--- config.mk ---
export PLATFORM = sky130hd
export DESIGN_NAME = search_key_fifo
export DESIGN_NICKNAME = d
export VERILOG_FILES = /design/src/rtl/search_key_fifo.sv
export SDC_FILE = /design/constraint.sdc
export NUM_CORES = 1
export LEC_CHECK = 0
export ABC_CLOCK_PERIOD_IN_PS = 4500
export CAP_MARGIN = 30
export CORE_UTILIZATION = 60
export CTS_BUF_LIST = sky130_fd_sc_hd__clkbuf_8
export CTS_CLUSTER_SIZE = 30
export DETAILED_ROUTE_END_ITERATION = 8
export PLACE_DENSITY = 0.9
export SLEW_MARGIN = 5
export SYNTH_ARGS = -nofsm -noshare
export SYNTH_HDL_FRONTEND = slang
export SYNTH_SLANG_ARGS = --single-unit
--- constraint.sdc ---
create_clock -name clk_i -period 4.5 [get_ports clk_i]
set_input_delay 0.45 -clock clk_i [delete_from_list [all_inputs] [get_ports clk_i]]
set_output_delay 0.45 -clock clk_i [all_outputs]
set_load 0.01 [all_outputs]
--- src/rtl/search_key_fifo.sv ---
// search_key_fifo
//   Buffers the free-running search-key stream in front of the search RAM
//   engine. A one-entry staging register lets the block see whether the
//   next cycle still carries a key, so each key is pushed one cycle after
//   capture, tagged with "last of burst". Keys go into a show-ahead FIFO
//   drained over a valid/ready handshake. Keys that arrive while the FIFO is
//   full are dropped and counted.
//
// Ports
//   clk_i, rst_i   clock, asynchronous active-high reset
//   flush_i        synchronous clear of staging, FIFO and overflow status
//   search_i/key_i key stream, valid whenever search_i=1, no backpressure
//   key_valid_o/key_o/key_last_o/key_ready_i  FIFO head handshake
//   level_o/full_o/empty_o                    FIFO occupancy
//   overflow_o/drop_cnt_o                     sticky drop flag, saturating count
//
// Optional build macro SEARCH_KEY_FIFO_STATS_EN adds
//   push_cnt_o  wrapping count of successful pushes
//   hwm_o       highest occupancy seen since reset or flush
module search_key_fifo #(
  parameter int C_RULE_WIDTH = 24,
  parameter int C_DEPTH      = 8,
  parameter int C_DROP_CNT_W = 16
) (
  input  logic                      clk_i,
  input  logic                      rst_i,
  input  logic                      flush_i,
  input  logic                      search_i,
  input  logic [C_RULE_WIDTH-1:0]   key_i,
  output logic                      key_valid_o,
  output logic [C_RULE_WIDTH-1:0]   key_o,
  output logic                      key_last_o,
  input  logic                      key_ready_i,
  output logic [$clog2(C_DEPTH):0]  level_o,
  output logic                      full_o,
  output logic                      empty_o,
  output logic                      overflow_o,
  output logic [C_DROP_CNT_W-1:0]   drop_cnt_o
`ifdef SEARCH_KEY_FIFO_STATS_EN
  ,
  output logic [31:0]               push_cnt_o,
  output logic [$clog2(C_DEPTH):0]  hwm_o
`endif
);

  localparam int AW = $clog2(C_DEPTH);
  localparam int LW = AW + 1;
  localparam logic [LW-1:0] DEPTH_L = LW'(C_DEPTH);

  // Staging register
  logic                    stg_vld_q, stg_vld_d;
  logic [C_RULE_WIDTH-1:0] stg_key_q, stg_key_d;

  // FIFO state
  logic [AW-1:0]           wr_ptr_q, wr_ptr_d;
  logic [AW-1:0]           rd_ptr_q, rd_ptr_d;
  logic [LW-1:0]           level_q, level_d;
  logic                    ovf_q, ovf_d;
  logic [C_DROP_CNT_W-1:0] drop_cnt_q, drop_cnt_d;

  // Storage: {last, key}; not reset, contents only observed while valid.
  logic [C_RULE_WIDTH:0]   mem_q [C_DEPTH];
  logic [C_RULE_WIDTH:0]   head;

  logic full, pop, push_req, push_ok, drop, push_last;

  assign full      = (level_q == DEPTH_L);
  assign pop       = key_valid_o & key_ready_i;
  // The staged key leaves whenever it exists; flush discards it instead.
  assign push_req  = stg_vld_q & ~flush_i;
  // A pop in the same cycle frees the slot, so a full FIFO still accepts.
  assign push_ok   = push_req & (~full | pop);
  assign drop      = push_req & full & ~pop;
  // No key follows this cycle -> the staged key closes its burst.
  assign push_last = ~search_i;

  always_comb begin
    stg_vld_d  = stg_vld_q;
    stg_key_d  = stg_key_q;
    wr_ptr_d   = wr_ptr_q;
    rd_ptr_d   = rd_ptr_q;
    level_d    = level_q;
    ovf_d      = ovf_q;
    drop_cnt_d = drop_cnt_q;
    if (flush_i) begin
      stg_vld_d  = 1'b0;
      stg_key_d  = '0;
      wr_ptr_d   = '0;
      rd_ptr_d   = '0;
      level_d    = '0;
      ovf_d      = 1'b0;
      drop_cnt_d = '0;
    end else begin
      stg_vld_d = search_i;
      if (search_i) begin
        stg_key_d = key_i;
      end
      if (push_ok) begin
        wr_ptr_d = wr_ptr_q + AW'(1);
      end
      if (pop) begin
        rd_ptr_d = rd_ptr_q + AW'(1);
      end
      case ({push_ok, pop})
        2'b10:   level_d = level_q + LW'(1);
        2'b01:   level_d = level_q - LW'(1);
        default: level_d = level_q;
      endcase
      if (drop) begin
        ovf_d = 1'b1;
        if (drop_cnt_q != {C_DROP_CNT_W{1'b1}}) begin
          drop_cnt_d = drop_cnt_q + C_DROP_CNT_W'(1);
        end
      end
    end
  end

  always_ff @(posedge clk_i or posedge rst_i) begin
    if (rst_i) begin
      stg_vld_q  <= 1'b0;
      stg_key_q  <= '0;
      wr_ptr_q   <= '0;
      rd_ptr_q   <= '0;
      level_q    <= '0;
      ovf_q      <= 1'b0;
      drop_cnt_q <= '0;
    end else begin
      stg_vld_q  <= stg_vld_d;
      stg_key_q  <= stg_key_d;
      wr_ptr_q   <= wr_ptr_d;
      rd_ptr_q   <= rd_ptr_d;
      level_q    <= level_d;
      ovf_q      <= ovf_d;
      drop_cnt_q <= drop_cnt_d;
    end
  end

  always_ff @(posedge clk_i) begin
    if (push_ok) begin
      mem_q[wr_ptr_q] <= {push_last, stg_key_q};
    end
  end

  // Show-ahead head: read straight from the storage registers; forced to
  // zero while empty so reset and idle outputs are deterministic.
  assign head        = mem_q[rd_ptr_q];
  assign key_valid_o = (level_q != '0);
  assign key_o       = key_valid_o ? head[C_RULE_WIDTH-1:0] : '0;
  assign key_last_o  = key_valid_o & head[C_RULE_WIDTH];
  assign level_o     = level_q;
  assign full_o      = full;
  assign empty_o     = (level_q == '0);
  assign overflow_o  = ovf_q;
  assign drop_cnt_o  = drop_cnt_q;

`ifdef SEARCH_KEY_FIFO_STATS_EN
  logic [31:0]   push_cnt_q, push_cnt_d;
  logic [LW-1:0] hwm_q, hwm_d;

  always_comb begin
    push_cnt_d = push_cnt_q;
    hwm_d      = hwm_q;
    if (flush_i) begin
      push_cnt_d = '0;
      hwm_d      = '0;
    end else begin
      if (push_ok) begin
        push_cnt_d = push_cnt_q + 32'd1;
      end
      // Track the occupancy that level_o will show next cycle.
      if (level_d > hwm_q) begin
        hwm_d = level_d;
      end
    end
  end

  always_ff @(posedge clk_i or posedge rst_i) begin
    if (rst_i) begin
      push_cnt_q <= '0;
      hwm_q      <= '0;
    end else begin
      push_cnt_q <= push_cnt_d;
      hwm_q      <= hwm_d;
    end
  end

  assign push_cnt_o = push_cnt_q;
  assign hwm_o      = hwm_q;
`endif

endmodule
# Word level (Yosys, flattened, before mapping)
# Memories as Yosys holds them, arrays and structs flattened.
# Index checks and enable logic that the tools add are counted.
word_totals:
  n_memories: 1
  in_bits: 29
  word_cells: 54
  out_inout_bits: 49
  mem_bits_rw: 200
  ff_bits: 52
mem_list:
  columns: ["memory", "depth", "width", "rd", "rd_ports_with_merged_regs", "wr", "line", "source"]
  rows:
  - ["mem_q", 8, 25, 1, 0, 1, "62", "logic [C_RULE_WIDTH:0] mem_q [C_DEPTH];"]
classes:
  eq_ne: 4
  n_bitwise: 11
  n_addsub: 5
  muxes: 17
  reduce_logical: 9
op_table:
  columns: ["operator", "count"]
  rows:
  - ["$mux W24", 3]
  - ["$mux W16", 3]
  - ["$add A16 B1 Y16 const B", 1]
  - ["$ne A16 B16 Y1 const B", 1]
  - ["$mux W3", 4]
  - ["$reduce_bool A2 Y1", 5]
  - ["$pmux W4 S2", 1]
  - ["$add A3 B1 Y3 const B", 2]
  - ["$and A1 B1 Y1", 6]
  - ["$mux W1", 5]
  - ["$add A4 B1 Y4 const B", 1]
  - ["$eq A4 B4 Y1 const B", 1]
  - ["$logic_not A4 Y1", 1]
  - ["$mux W4", 1]
  - ["$not A1 Y1", 4]
  - ["$reduce_bool A4 Y1", 1]
  - ["$sub A4 B1 Y4 const B", 1]
  - ["$reduce_bool A3 Y1", 1]
  - ["$eq A2 B1 Y1 const B", 1]
  - ["$eq A2 B2 Y1 const B", 1]
  - ["$reduce_and A2 Y1", 1]
  - ["$or A1 B1 Y1", 1]

# Depth between registers and ports, before layout
logic_depth:
  ltp_word: 7
  mapped_depth: 11
  ltp_nobuf: 10

# Least setup slack after synthesis
# Ideal clock, no wire load.
synth_path:
  path_type: "register to register"
  start: "register level_q[0] (netlist: level_o[0])"
  end: "memory mem_q[0][0] in the netlist's numbering (enable)"
  arrival_time_ns: 2.998
  slack_ns: 1.064
  path_buffers: 0
  t_required_ns: 4.062
  stages_incl_launch_ff: 7
  path_cell_list: "dfrtp_1 or4b_4 inv_1 nand2b_1 nand2_1 or2_2 nor3_1"
synth_via:
  elab_chain_cells: 6
  word_cells_on_any_way: 8
synth_rtl:
  columns: ["item", "line", "source"]
  rows:
  - ["start, declared", "57", "logic [LW-1:0] level_q, level_d;"]
  - ["start signal, assigned", "132", "level_q <= level_d;"]
  - ["$eq A4 B4 Y1", "67", "assign full = (level_q == DEPTH_L);"]
  - ["via full_o", "35", "output logic full_o,"]
  - ["$not A1 Y1", "72", "assign push_ok = push_req & (~full | pop);"]
  - ["$or A1 B1 Y1", "72", null]
  - ["$and A1 B1 Y1", "72", null]
  - ["$mux W1", "139", "if (push_ok) begin"]
  - ["$mux W1 (not written as such)", "140", "mem_q[wr_ptr_q] <= {push_last, stg_key_q};"]
  - ["end, declared", "62", null]
# The timed path passes the listed nets, and every way through them passes these cells.

# Final worst setup path
layout_path:
  start: "register rd_ptr_q[0]"
  end: "output key_last_o"
layout_via:
  elab_chain_cells: 2
layout_rtl:
  columns: ["item", "line", "source"]
  rows:
  - ["start, declared", "56", "logic [AW-1:0] rd_ptr_q, rd_ptr_d;"]
  - ["start signal, assigned", "131", "rd_ptr_q <= rd_ptr_d;"]
  - ["$mem_v2 Z8 W25", null, null]
  - ["$and A1 B1 Y1", "149", "assign key_last_o = key_valid_o & head[C_RULE_WIDTH];"]
  - ["end, declared", "32", "output logic key_last_o,"]
# No other way between the ends.

==> impl_metrics.json <==
{
  "outcome": "complete, no violations",
  "slowest_delay_ns": 0.62,
  "peakVddDrop_mv": 0.3761,
  "synth.top_cell.area_share_pct": 59.00,
  "async_flop_share_pct": 20.63,
  "synthFlopType": "edfxtp_1",
  "path_clk_slew_ns": 0.06,
  "grt_use_total_pct": 25.53,
  "cts_tree": "built",
  "cts_buffers": 39,
  "drtPass1Iterations": 5,
  "clock_path_buffers": 3,
  "post_cts_resized": 0,
  "die_area_um2": 17490,
  "ios": 78,
  "worstPathArrival_ns": 2.82,
  "critPathLaunchType": "flop",
  "syn_inst": 581,
  "num_antenna_cells": 0,
  "drive_above_1_share_pct": 19.72,
  "cts_setup_buffers": 0,
  "grt_max_degree": 59,
  "synth_common_cells": "edfxtp_1, nor2_1, dfrtp_1",
  "area_growth_pct": 18.33,
  "min_path_type": "input pin to flop",
  "clock-skew-final_ns": 0.01414,
  "synth_most_common_cell": "edfxtp_1",
  "synth_edf_count": 200,
  "synth_area_per_cell_um2": 17.52,
  "drt-total-wl_um": 21380,
  "place_ws_ns": 1.333,
  "vias": 5738,
  "p_per_area_nw_per_um2": 497.8,
  "cp-end-kind": "output pin",
  "met1_usage_pct": 33.70,
  "fin_crit_ns": 3.274,
  "slew_headroom_pct": 43.81,
  "start_util_pct": 61.38,
  "insertion_delay_ns": 0.52,
  "power_leakage_nw": 4.211,
  "cts_max_level": 2,
  "required_ns": 4.05,
  "gp_congestion": 0.8200,
  "post_drt_wl_per_cell_um": 22.86,
  "std_cell_rows": 47,
  "grt_antenna_before_repair": 0,
  "ys_seq_elements": 252,
  "timing.fmax_mhz": 305.5,
  "critPathTopFamily": "buffers and inverters",
  "setup_tns_ns": 0,
  "root_buffer": "clkbuf_8",
  "grt_pass1_wl_um": 33170,
  "cts_hold_buf": 0,
  "worstPathCellList": "buf_16 -> mux4_2 -> mux2i_1 -> nor2_1 -> clkdlybuf4s50_1",
  "yosys-top-cells-area": "edfxtp_1, dfrtp_1, mux4_2, mux2i_1, nor2_1",
  "finalWorstSetupSlack_ns": 1.226,
  "drt_iter0_markers": 437,
  "crit_buf_inv": 2,
  "synth_fp_nets": 615,
  "ant_nets": 0,
  "synth_largest_area_cell": "edfxtp_1",
  "fin_nets": 720,
  "slowest_stage": "dfrtp_4",
  "rsz0062_at_grt": "no",
  "dp_hpwl_um": 12520,
  "globalRouteOverflowTotal": 0,
  "viasPerCell": 6.137,
  "drc_errors": 0,
  "cap_viol_max_count": 0,
  "busiest_layer": "met2",
  "grt_pass1_vias": 5993,
  "netlist_area_um2": 10180,
  "final-setup-viol-count": 0,
  "fin_crit_sh_pct": 72.75,
  "finalHoldViolCount": 0,
  "drv_slew": 0,
  "core-area_um2": 16580,
  "critical_path_class": "flop to output pin",
  "die_w_um": 132.2,
  "yosysWarnings": 0,
  "ys_types": 39,
  "cts_sinks": 252,
  "die_h_um": 132.2,
  "worst_pin_slew_ns": 0.8417,
  "place.port_buffers": 77,
  "use_met3_pct": 5.267,
  "ys_seq_area_share_pct": 71.79,
  "grtUsageMet2_pct": 42.30,
  "crit_path_max_fanout": 39
}
## kinds of logic after synthesis
kind of cell	after synthesis	share of synthesized area, %
DFF	252	71.79
buffers and inverters	36	1.475
adders and majority gates	5	0.6146
and+or+nand+nor	146	6.736
muxes	107	16.74
AOI/OAI and AO/OA	19	1.266
xor gates and xnor gates	16	1.377
## path summary, 6_finish.rpt
path	from	endpoint	slack [ns]	depth (start not counted)
setup / recovery	rd_ptr_q[0]	key_last_o	1.23	5
hold / removal	flush_i	wr_ptr_q[1]	0.31	4
setup reg to reg	level_o[1]	mem_q[2][22]	1.65	7
hold reg to reg	overflow_o	overflow_o	0.54	2
max in group asynchronous	rst_i	rd_ptr_q[0]	3.23	3
min in group asynchronous	rst_i	drop_cnt_o[3]	0.43	2
## area by class of cell
type | count | area [um2]
sequential | 252 | 7312
multi-input combinational | 293 | 2746
inverter | 6 | 22.52
fill | 945 | 4539
clock buffer | 43 | 591.8
clock inverter | 27 | 162.7
tap | 220 | 275.3
timing repair buffer | 94 | 933.4
## sequential cells by signal, indices dropped and copies added, names as in the netlist
name,flops
drop_cnt_o,16
level_o,4
mem_q,200
overflow_o,1
rd_ptr_q,3
stg_key_q,24
stg_vld_q,1
wr_ptr_q,3
## metrics by stage
| stage | hold slack (ns) | total power, mW | cell area, um2 | utilization (%) | std cells |
|---|---|---|---|---|---|
| floorplan | 0.5351 | 3.530 | 10180 | - | 581 |
| global placement | 0.4951 | 4.114 | 11230 | 67.70 | 862 |
| detailed placement | 0.5112 | 4.195 | 11270 | 67.96 | 864 |
| CTS | 0.2680 | 6.025 | 12020 | 72.51 | 934 |
| global route | 0.3132 | 6.233 | 12040 | 72.63 | 935 |
| finish | 0.3055 | 5.996 | 12040 | 72.63 | 935 |
## power breakdown
| group | internal, mW | switching, mW | leakage [nW] |
|---|---|---|---|
| Sequential | 2.57 | 0.114 | 2.54 |
| Combinational | 0.773 | 0.707 | 1.25 |
| Clock | 0.994 | 0.834 | 0.419 |
| Total | 4.34 | 1.66 | 4.21 |
## worst reg2reg max path, stage by stage, from the launching register on
cell and delay, ns:
dfrtp_1 0.53, or4b_4 0.21, inv_1 0.07, nand2b_1 0.17, nand2_1 0.10, or2_2 0.36, nor2_2 0.66, buf_4 0.43
## per-layer routing
layer	part of all wire (%)	vias to the layer above	routed length, um
met3	7.2	56	1531
met5	0	-	0
met1	39	2929	8400
li1	-	2464	-
met2	51	289	10850
met4	2.8	0	595
## cell usage in the layout (no fill, tap or decap), drive strengths merged, types with 3 or more instances in the layout
master           n
a21oi            3
and3             4
buf             18
clkbuf          43
clkdlybuf4s50   76
clkinv          19
dfrtp           52
edfxtp         200
ha               5
inv             12
mux2             6
mux2i           51
mux4            50
nand2           11
nand2b           6
nand3           12
nor2            83
nor2b            7
nor3             5
nor4             4
nor4b            3
o21ai            7
o311ai           4
xnor2            8
xor2             8
Note: power is estimated with default switching activity, not from simulation.
